--- src/rtl/fifo_pkg.sv ---
// Shared helpers for both sides of the asynchronous FIFO: Gray/binary
// pointer conversion and the output buffer sizing constants.
package fifo_pkg;

    // Number of words the read-side first-word-fall-through buffer holds.
    localparam int FIFO_OBUF_DEPTH = 2;
    // Width of a counter able to hold 0..FIFO_OBUF_DEPTH.
    localparam int FIFO_OBUF_CW    = $clog2(FIFO_OBUF_DEPTH + 1);

    // Conversions work on a wide container. Callers zero-extend an
    // AW+1-bit pointer into it and truncate the result back to AW+1 bits;
    // the zero upper bits never disturb the low bits of either conversion.
    localparam int FIFO_PTR_MAXW = 32;
    typedef logic [FIFO_PTR_MAXW-1:0] fifo_ptr_t;

    function automatic fifo_ptr_t bin2gray(input fifo_ptr_t bin);
        return bin ^ (bin >> 1);
    endfunction

    function automatic fifo_ptr_t gray2bin(input fifo_ptr_t gray);
        fifo_ptr_t bin;
        bin[FIFO_PTR_MAXW-1] = gray[FIFO_PTR_MAXW-1];
        for (int i = FIFO_PTR_MAXW - 2; i >= 0; i--) begin
            bin[i] = bin[i+1] ^ gray[i];
        end
        return bin;
    endfunction

endpackage

--- src/rtl/fifo_rd_obuf.sv ---
// Two-entry first-word-fall-through output buffer (head + skid).
// The head register is what the consumer sees; the skid register absorbs
// the word that arrives from RAM while the head is still waiting.
module fifo_rd_obuf
    import fifo_pkg::*;
#(
    parameter int DW = 8
) (
    input  logic                    clk,
    input  logic                    rst,
    input  logic                    push,
    input  logic [DW-1:0]           data_in,
    input  logic                    pop,
    output logic [FIFO_OBUF_CW-1:0] cnt,
    output logic [DW-1:0]           head_data,
    output logic                    head_valid
);

    localparam int CW = FIFO_OBUF_CW;

    logic [DW-1:0] r_head;
    logic [DW-1:0] r_skid;
    logic [CW-1:0] r_cnt;
    logic          r_valid;

    logic [DW-1:0] w_head_next;
    logic [DW-1:0] w_skid_next;
    logic [CW-1:0] w_cnt_next;

    // Next-state of the buffer: pop shifts skid into head, push fills the
    // first free slot; both together keep order and leave the count alone.
    always_comb begin
        w_head_next = r_head;
        w_skid_next = r_skid;
        w_cnt_next  = r_cnt;
        case ({push, pop})
            2'b10: begin
                if (r_cnt == CW'(0)) begin
                    w_head_next = data_in;
                end else begin
                    w_skid_next = data_in;
                end
                w_cnt_next = r_cnt + CW'(1);
            end
            2'b01: begin
                if (r_cnt == CW'(2)) begin
                    w_head_next = r_skid;
                end
                w_cnt_next = r_cnt - CW'(1);
            end
            2'b11: begin
                if (r_cnt == CW'(1)) begin
                    w_head_next = data_in;
                end else begin
                    w_head_next = r_skid;
                    w_skid_next = data_in;
                end
            end
            default: begin
            end
        endcase
    end

    // Buffer registers; valid is registered alongside the head it qualifies.
    always_ff @(posedge clk or posedge rst) begin
        if (rst) begin
            r_head  <= '0;
            r_skid  <= '0;
            r_cnt   <= '0;
            r_valid <= 1'b0;
        end else begin
            r_head  <= w_head_next;
            r_skid  <= w_skid_next;
            r_cnt   <= w_cnt_next;
            r_valid <= (w_cnt_next != '0);
        end
    end

    assign cnt        = r_cnt;
    assign head_data  = r_head;
    assign head_valid = r_valid;

endmodule

--- src/rtl/fifo_rd.sv ---
// Read-side control of the asynchronous FIFO: binary/Gray read pointer,
// registered empty flag and memory level, RAM fetch control and the
// two-entry output buffer.
//
// Handshake: a word transfers on a rising I_RD_CLK edge where O_RD_VALID
// and I_RD_READY are both high. Once O_RD_VALID is high it stays high and
// O_RD_DATA stays stable until that transfer happens; I_RD_READY may be
// asserted or dropped at any time and has no combinational path to
// O_RD_VALID or O_RD_DATA.
module fifo_rd
    import fifo_pkg::*;
#(
    parameter int DW = 8,
    parameter int AW = 4
) (
    input  logic          I_RD_CLK,
    input  logic          I_RD_RST,
    input  logic [AW:0]   I_RD_WR_PTR,
    output logic [AW:0]   O_RD_PTR,
    output logic [AW-1:0] O_RD_ADDR,
    output logic          O_RD_MEM_EN,
    input  logic [DW-1:0] I_RD_MEM_DATA,
    output logic [DW-1:0] O_RD_DATA,
    output logic          O_RD_VALID,
    input  logic          I_RD_READY,
    output logic          O_RD_EMPTY,
    output logic [AW:0]   O_RD_LEVEL
);

    localparam int PW  = AW + 1;
    localparam int OCW = FIFO_OBUF_CW + 1;
    localparam logic [OCW-1:0] OBUF_DEPTH = OCW'(FIFO_OBUF_DEPTH);

    logic [PW-1:0]           r_rd_bin;
    logic [PW-1:0]           r_rd_gray;
    logic [PW-1:0]           r_level;
    logic                    r_empty;
    logic                    r_inflight;

    logic [PW-1:0]           w_rd_bin_next;
    logic [PW-1:0]           w_rd_gray_next;
    logic [PW-1:0]           w_wr_bin;
    logic [PW-1:0]           w_level_next;
    logic [OCW-1:0]          w_occ;
    logic                    w_fetch;
    logic                    w_pop;
    logic [FIFO_OBUF_CW-1:0] w_cnt;
    logic                    w_obuf_valid;
    logic [DW-1:0]           w_obuf_data;

    // Fetch decision and next pointers. A fetch is issued only if the word
    // will have a buffer slot after this cycle's pop, counting the word
    // already on its way back from RAM.
    always_comb begin
        w_pop          = w_obuf_valid & I_RD_READY;
        w_occ          = {1'b0, w_cnt}
                       + {{(OCW-1){1'b0}}, r_inflight}
                       - {{(OCW-1){1'b0}}, w_pop};
        w_fetch        = ~r_empty & (w_occ < OBUF_DEPTH);
        w_rd_bin_next  = r_rd_bin + {{AW{1'b0}}, w_fetch};
        w_rd_gray_next = PW'(bin2gray(FIFO_PTR_MAXW'(w_rd_bin_next)));
        w_wr_bin       = PW'(gray2bin(FIFO_PTR_MAXW'(I_RD_WR_PTR)));
        w_level_next   = w_wr_bin - w_rd_bin_next;
    end

    // Pointer, empty, level and in-flight registers. Empty compares Gray
    // codes directly, so pointer and address wrap need no special case.
    always_ff @(posedge I_RD_CLK or posedge I_RD_RST) begin
        if (I_RD_RST) begin
            r_rd_bin   <= '0;
            r_rd_gray  <= '0;
            r_empty    <= 1'b1;
            r_level    <= '0;
            r_inflight <= 1'b0;
        end else begin
            r_rd_bin   <= w_rd_bin_next;
            r_rd_gray  <= w_rd_gray_next;
            r_empty    <= (w_rd_gray_next == I_RD_WR_PTR);
            r_level    <= w_level_next;
            r_inflight <= w_fetch;
        end
    end

    fifo_rd_obuf #(
        .DW(DW)
    ) u_obuf (
        .clk        (I_RD_CLK),
        .rst        (I_RD_RST),
        .push       (r_inflight),
        .data_in    (I_RD_MEM_DATA),
        .pop        (w_pop),
        .cnt        (w_cnt),
        .head_data  (w_obuf_data),
        .head_valid (w_obuf_valid)
    );

    assign O_RD_PTR    = r_rd_gray;
    assign O_RD_ADDR   = r_rd_bin[AW-1:0];
    assign O_RD_MEM_EN = w_fetch;
    assign O_RD_DATA   = w_obuf_data;
    assign O_RD_VALID  = w_obuf_valid;
    assign O_RD_EMPTY  = r_empty;
    assign O_RD_LEVEL  = r_level;

endmodule

--- config.mk ---
export PLATFORM = sky130hd
export DESIGN_NAME = fifo_rd
export DESIGN_NICKNAME = d
export VERILOG_FILES = /design/src/rtl/fifo_pkg.sv /design/src/rtl/fifo_rd_obuf.sv /design/src/rtl/fifo_rd.sv
export SDC_FILE = /design/constraint.sdc
export NUM_CORES = 1
export LEC_CHECK = 0
export ABC_AREA = 1
export BUFFER_PORTS_ARGS = -buffer_cell sky130_fd_sc_hd__buf_4
export CELL_PAD_IN_SITES_DETAIL_PLACEMENT = 0
export CELL_PAD_IN_SITES_GLOBAL_PLACEMENT = 1
export CORE_ASPECT_RATIO = 1.4
export CORE_MARGIN = 5
export CORE_UTILIZATION = 40
export DETAILED_ROUTE_END_ITERATION = 8
export PLACE_DENSITY = 0.75
export SLEW_MARGIN = 20
export SYNTH_ARGS = -nofsm -noshare
export SYNTH_HDL_FRONTEND = slang
export SYNTH_HIERARCHICAL = 1
export SYNTH_SLANG_ARGS = --single-unit
--- constraint.sdc ---
create_clock -name I_RD_CLK -period 3.98 [get_ports I_RD_CLK]
set_input_delay 0.796 -clock I_RD_CLK [delete_from_list [all_inputs] [get_ports I_RD_CLK]]
set_output_delay 0.796 -clock I_RD_CLK [all_outputs]
set_load 0.01 [all_outputs]
==> run_results.csv, run 1 <==
group,metric,value,unit
clock_network,tritoncts,"done",
clock_network,postCtsSetupRepairBufs,0,
sta,setup_violations,0,
grt,met1_usage,13.0,%
sta,period_share,89.6,%
floorplanning,die_w,70.0,µm
critical_path,critPathBufInv,5,
grt,grt.overflow.total,0,
yosys,ys_seq_area_share,43.5,%
critical_path,r2r_setup_slack,0.64,ns
critical_path,crit-reg2reg-launch,"u_obuf/head_valid",
clock_network,cts_buffer_depth,2,
clock_network,insertion_delay,0.28,ns
route,via_count,1682,
sta,rsz0062_at_grt,"no",
clock_network,cts_sinks,35,
critical_path,slowest_stage,"fa_1",
floorplanning,dieArea,6580,µm²
route,drc_errors,0,
clock_network,clk_pin_slew,0.07,ns
power,p_leak,0.00142,µW
critical_path,critPathMaxFanout,6,
route,drt_wl_total,4450,µm
power,power_density,928,nW/µm²
grt,grt_pass1_wl,7580,µm
floorplanning,core,4880,µm²
critical_path,cp_data_required_time,4.16,ns
critical_path,worst_ep_arrival_time,3.74,ns
layout,multi_input_area,1010,µm²
critical_path,startpoint_type,"input pin",
grt,antenna_found_initial,0,
power,fin_total_pwr,2340,µW
route,wl_per_cell,12.2,µm
route,viasPerCell,4.62,
yosys,ys_ff_latch,35,
layout,n_antenna_cell,0,
floorplanning,io_pins,41,
grt,grt_pass1_vias,1653,
run,maxCapViolations,0,
power,vdd_drop_max,0.575,mV
status,status,"finished clean",
clock_network,ctsResizeCount,0,
critical_path,endpoint_kind,"flip-flop",
placed_design,io_buffers,40,
sta,tns,0,ns
floorplanning,start_util,41.3,%
layout,finish.utilization,51.6,%
yosys,syn_area,2010,µm²
sta,hold_violations,0,
route,firstDrtPassIters,4,
sta,drv_slew,0,
sta,finalClockSkew,0.00601,ns
grt,grt_use_met3,4.18,%
clock_network,cts_hold_buf,0,
route,first_iter_violations,57,
sta,hold-worst-slack,0.473,ns
clock_network,cts_max_level,2,
grt,grt_max_degree,20,
placed_design,gp_congestion,0.775,
grt,grt_usage,14.5,%
floorplanning,die_height,94.0,µm
critical_path,critPathLaunch,"I_RD_READY",
layout,area_delta_synth_final,25.1,%
critical_path,critical_path.max_stage_delay,0.38,ns
sta,period_minus_slack,3.56,ns
sta,tightest_slew,0.765,ns
layout,drive_above_1_share,22.7,%
critical_path,critical_path.cell_chain,"buf_4, nand2_1, inv_1, ha_1, inv_1, nand2_1, fa_1, xnor2_1, nand2_1, nor2_1, ha_1, ha_1, inv_1, nand2_2, nand2_4, ha_1, nand2_1, inv_1, o21ai_0, nand2_1, nand2_1, nand2_1",
critical_path,crit_family,"adder cells",
yosys,synth_nets,283,
sta,fmaxAchievable,281,MHz
sta,slew_headroom,48.9,%
grt,grt-busiest-layer,"met2",
placed_design,post-dp-hpwl,3660,µm
yosys,synth_cell_type_count,22,
floorplanning,rows,30,
worst_hold_path,hold_start,"u_obuf/r_skid[3]",
clock_network,cts_buffers,5,
layout,seq_area,877,µm²
critical_path,path_class,"in2reg",
yosys,syn_inst,251,
layout,layout.nets,331,
grt,grt_util_met2,30.3,%
yosys,yosysWarningCount,6,
critical_path,cpMostUsedCell,"nand2_1",
clock_network,clock-root-buffer,"clkbuf_8",
route,postRouteAntennaNets,0,
yosys,syn_area_per_cell,8.03,µm²
layout,fill_cells,500,
worst_hold_path,hold_path.class,"reg2reg",
-- layout make-up --
cell class              count  share of cell area [%]
well taps                  64                    3.18
repair buffers             41                    12.2
inverters                  34                    5.06
clock buffers               6                    3.28
multi-input cells         182                    40.1
flip-flops and latches     35                    34.8
clock inverters             2                    1.39
-- per-stage QoR --
stage          worst slack (ns)  instance area (µm²)  cells
2_1_floorplan             0.318                 2010    251
3_3_place_gp              0.191                 2400    356
3_5_place_dp             0.0833                 2400    356
4_1_cts                   0.391                 2520    364
5_1_grt                   0.118                 2520    364
6_report                  0.415                 2520    364
-- flip-flops by register name, indices dropped and copies added (netlist names) --
name               cells
O_RD_PTR               4
O_RD_LEVEL             5
u_obuf/r_skid          8
u_obuf/cnt             2
u_obuf/head_valid      1
r_inflight             1
r_rd_bin               5
u_obuf/head_data       8
O_RD_EMPTY             1
-- report_power, final --
group	leakage [µW]	internal [µW]	total (µW)	switching [µW]
clock	0.0000612	203	329	127
sequential	0.000421	547	653	106
combinational	0.000934	558	1360	797
-- Yosys cell counts --
library cell,count,area (µm²)
nand2_1,97,364
dfrtp_1,34,851
inv_1,32,120
nand3_1,31,155
ha_1,14,175
nand2_2,11,68.8
nor2_1,7,26.3
nand4_1,4,25.0
xor2_1,3,26.3
fa_1,2,40.0
inv_2,2,7.51
nand2_4,2,22.5
o21ai_0,2,10.0
xnor2_1,2,17.5
a211oi_1,1,7.51
dfstp_2,1,26.3
nand3b_1,1,7.51
nor2_4,1,11.3
o211ai_1,1,7.51
o21ai_4,1,16.3
or2_2,1,6.26
xnor3_1,1,22.5
-- layer usage --
| layer | up-vias | part of all wire (%) | wire (µm) |
|---|---|---|---|
| met3 | 4 | 4.9 | 216 |
| met4 | 0 | 1.0 | 45 |
| li1 | 878 | - | - |
| met2 | 30 | 58 | 2570 |
| met5 | - | 0 | 0 |
| met1 | 770 | 36 | 1620 |
-- placed cells by master (no fill, tap or decap) --
cell / n
nand2_2: 11
nand3b_1: 1
nand4_1: 4
dfrtp_1: 34
xnor2_1: 2
buf_4: 41
dfstp_2: 1
clkbuf_8: 6
nand3_1: 31
a211oi_1: 1
xor2_1: 3
nor2_1: 7
xnor3_1: 1
inv_1: 32
inv_2: 2
ha_1: 14
fa_1: 2
o21ai_0: 2
nand2_4: 2
o211ai_1: 1
o21ai_4: 1
clkinv_2: 1
nor2_4: 1
nand2_1: 97
bufinv_16: 1
or2_2: 1
-- worst register-to-register path, stage by stage, from the launching register on --
cell and delay, ns:
dfrtp_1 0.38, nand2_1 0.06, inv_1 0.08, ha_1 0.29
inv_1 0.05, nand2_1 0.06, fa_1 0.38, xnor2_1 0.16
nand2_1 0.06, nor2_1 0.13, ha_1 0.24, ha_1 0.25
inv_1 0.07, nand2_2 0.09, nand2_4 0.07, ha_1 0.33
nand2_1 0.07, inv_1 0.05, o21ai_0 0.21, nand2_1 0.08
nand2_1 0.07, nand2_1 0.05
-- path summary, 6_finish.rpt --
| check | depth (start not counted) | to |
|---|---|---|
| max | 22 | O_RD_LEVEL[4] |
| min | 2 | u_obuf/r_skid[3] |
| max reg2reg | 21 | O_RD_LEVEL[4] |
| min reg2reg | 2 | u_obuf/r_skid[3] |
| max in group asynchronous | 2 | u_obuf/r_skid[7] |
| min in group asynchronous | 2 | O_RD_PTR[3] |
-- cell families after synthesis --
logic type               synth area share (%)
AO/OA/AOI/OAI                            2.05
XOR/XNOR                                 3.29
adder cells (fa/ha/maj)                  10.7
buffers and inverters                    6.34
flip-flops                               43.5
AND/OR/NAND/NOR                          34.1
(Power assumes the default switching activity.)
==> inputs of run 2 (changes only) <==
- BUFFER_PORTS_ARGS: -buffer_cell sky130_fd_sc_hd__buf_4 -> -buffer_cell sky130_fd_sc_hd__buf_2
- CORE_UTILIZATION: 40 -> 35
- HOLD_SLACK_MARGIN: unset -> 0.03
- PLACE_DENSITY: 0.75 -> 0.67
==> run 2 against run 1 <==
Against the previous run:
- fmax decreased by 1.4%
- first-iteration DRC count shrank 1.8%
- cell area fell by 4.0%
- combinational power shrank 5%
==> run_results.csv, run 2 (synthesis results as in run 1) <==
group,metric,value,unit
grt,grt_pass1_wl,8160,µm
worst_hold_path,hold_start,"u_obuf/r_skid[3]",
layout,fin_cells,367,
route,first_iter_violations,56,
sta,period_minus_slack,3.61,ns
grt,grt.overflow.total,0,
worst_hold_path,min_to,"u_obuf/r_skid[3]",
critical_path,crit-reg2reg-launch,"u_obuf/head_valid",
clock_network,insertion_delay,0.29,ns
sta,hold_violations,0,
sta,fmaxAchievable,277,MHz
worst_hold_path,hold_depth,2,
floorplanning,core,5570,µm²
clock_network,cts_hold_buf,0,
critical_path,critPathMaxFanout,6,
critical_path,r2r_setup_slack,0.56,ns
critical_path,cp_data_required_time,4.16,ns
floorplanning,die_height,99.8,µm
layout,n_antenna_cell,0,
placed_design,place_inst,359,
clock_network,cts_max_level,2,
placed_design,post-dp-hpwl,3840,µm
sta,setup_violations,0,
grt,antenna_found_initial,0,
sta,period_share,90.8,%
floorplanning,die_w,74.1,µm
sta,setup_ws,0.365,ns
worst_hold_path,hold_path.class,"reg2reg",
clock_network,cts_sinks,35,
power,power_density,938,nW/µm²
sta,tightest_slew,0.760,ns
sta,rsz0062_at_grt,"no",
critical_path,path_class,"in2reg",
placed_design,gp_congestion,0.803,
layout,layout_common_cells,"nand2_1, buf_2, dfrtp_1",
run,maxCapViolations,0,
route,postRouteAntennaNets,0,
sta,drv_slew,0,
placed_design,dp_slack,0.0191,ns
grt,grt_max_degree,20,
placed_design,io_buffers,40,
floorplanning,start_util,36.2,%
clock_network,clock-root-buffer,"clkbuf_8",
layout,layout_commonest_cell,"nand2_1",
route,firstDrtPassIters,4,
status,status,"finished clean",
critical_path,reg2reg_depth,21,
route,drc_errors,0,
clock_network,cts_buffers,5,
layout,area_delta_synth_final,20.1,%
route,drt_wl_total,4740,µm
clock_network,clk_pin_slew,0.08,ns
critical_path,endpoint_kind,"flip-flop",
grt,grt_usage,14.5,%
sta,hold-worst-slack,0.473,ns
sta,tns,0,ns
critical_path,startpoint_type,"input pin",
power,p_leak,0.00138,µW
floorplanning,rows,32,
route,viasPerCell,4.61,
route,via_count,1691,
layout,layout.nets,330,
power,vdd_drop_max,0.397,mV
floorplanning,dieArea,7390,µm²
grt,grt_pass1_vias,1801,
critical_path,worst_ep_arrival_time,3.79,ns
clock_network,tritoncts,"done",
sta,slew_headroom,49.3,%
route,wl_per_cell,12.9,µm
floorplanning,io_pins,41,
critical_path,crit-reg2reg-capture,"O_RD_LEVEL[4]",
clock_network,cts_buffer_depth,2,
layout,fill_cells,578,
layout,drive_above_1_share,22.7,%
sta,finalClockSkew,0.00720,ns
[run 2: what timing repair did]
action | CTS | global route
resized for setup | 0 | 1
buffers inserted | 0 | 0
endpoints found under the setup margin | 0 | 1
[run 2: per-layer routing]
metal  vias to the layer above  wire length [µm]  track usage (%)
li1                        878                 -                -
met1                       769              1720             14.6
met2                        35              2620             26.7
met3                         9               246             4.04
met4                         0               150             6.14
met5                         -                 0                0
[run 2: report_power, final]
| group | total, µW | internal, µW | switching (µW) |
|---|---|---|---|
| Combinational | 1290 | 476 | 811 |
| Sequential | 648 | 547 | 102 |
| Clock | 335 | 203 | 132 |
| Total | 2270 | 1230 | 1040 |
[run 2: area by class of cell]
class / instances / area, µm² / share of cell area (%)
multi-input cells: 182 / 1010 / 41.8
flip-flops and latches: 35 / 877 / 36.2
repair buffers: 40 / 200 / 8.27
inverters: 34 / 128 / 5.27
well taps: 68 / 85.1 / 3.52
clock buffers: 6 / 82.6 / 3.41
clock inverters: 2 / 35.0 / 1.45
[run 2: worst max path at each step]
stage / startpoint / cells past startpoint / slack (ns) / to
after global placement: I_RD_READY / 22 / 0.19 / O_RD_LEVEL[4]
after CTS: I_RD_READY / 22 / 0.33 / O_RD_LEVEL[4]
final: I_RD_READY / 22 / 0.37 / O_RD_LEVEL[4]
after detailed placement: I_RD_READY / 22 / 0.02 / O_RD_LEVEL[4]
after floorplan: I_RD_READY / 21 / 0.32 / O_RD_LEVEL[4]
after global routing: I_RD_READY / 22 / 0.02 / O_RD_LEVEL[4]
[run 2: worst max-delay path, cell delays in order]
cell	delay, ns
buf_2	0.09
nand2_1	0.05
inv_1	0.09
ha_1	0.30
inv_1	0.06
nand2_1	0.06
fa_1	0.38
xnor2_1	0.17
nand2_1	0.06
nor2_1	0.15
ha_1	0.26
ha_2	0.24
inv_1	0.06
nand2_2	0.09
nand2_4	0.07
ha_1	0.34
nand2_1	0.07
inv_1	0.05
o21ai_0	0.21
nand2_1	0.08
nand2_1	0.07
nand2_1	0.05
[run 2: per-stage QoR]
| stage | total power [µW] | area, µm² | util (%) |
|---|---|---|---|
| final | 2270 | 2420 | 43.5 |
| after global routing | 2560 | 2420 | 43.5 |
| after CTS | 2320 | 2420 | 43.4 |
| after detailed placement | 1970 | 2300 | 41.3 |
| after global placement | 1950 | 2300 | 41.3 |
| after floorplan | 1570 | 2010 | - |
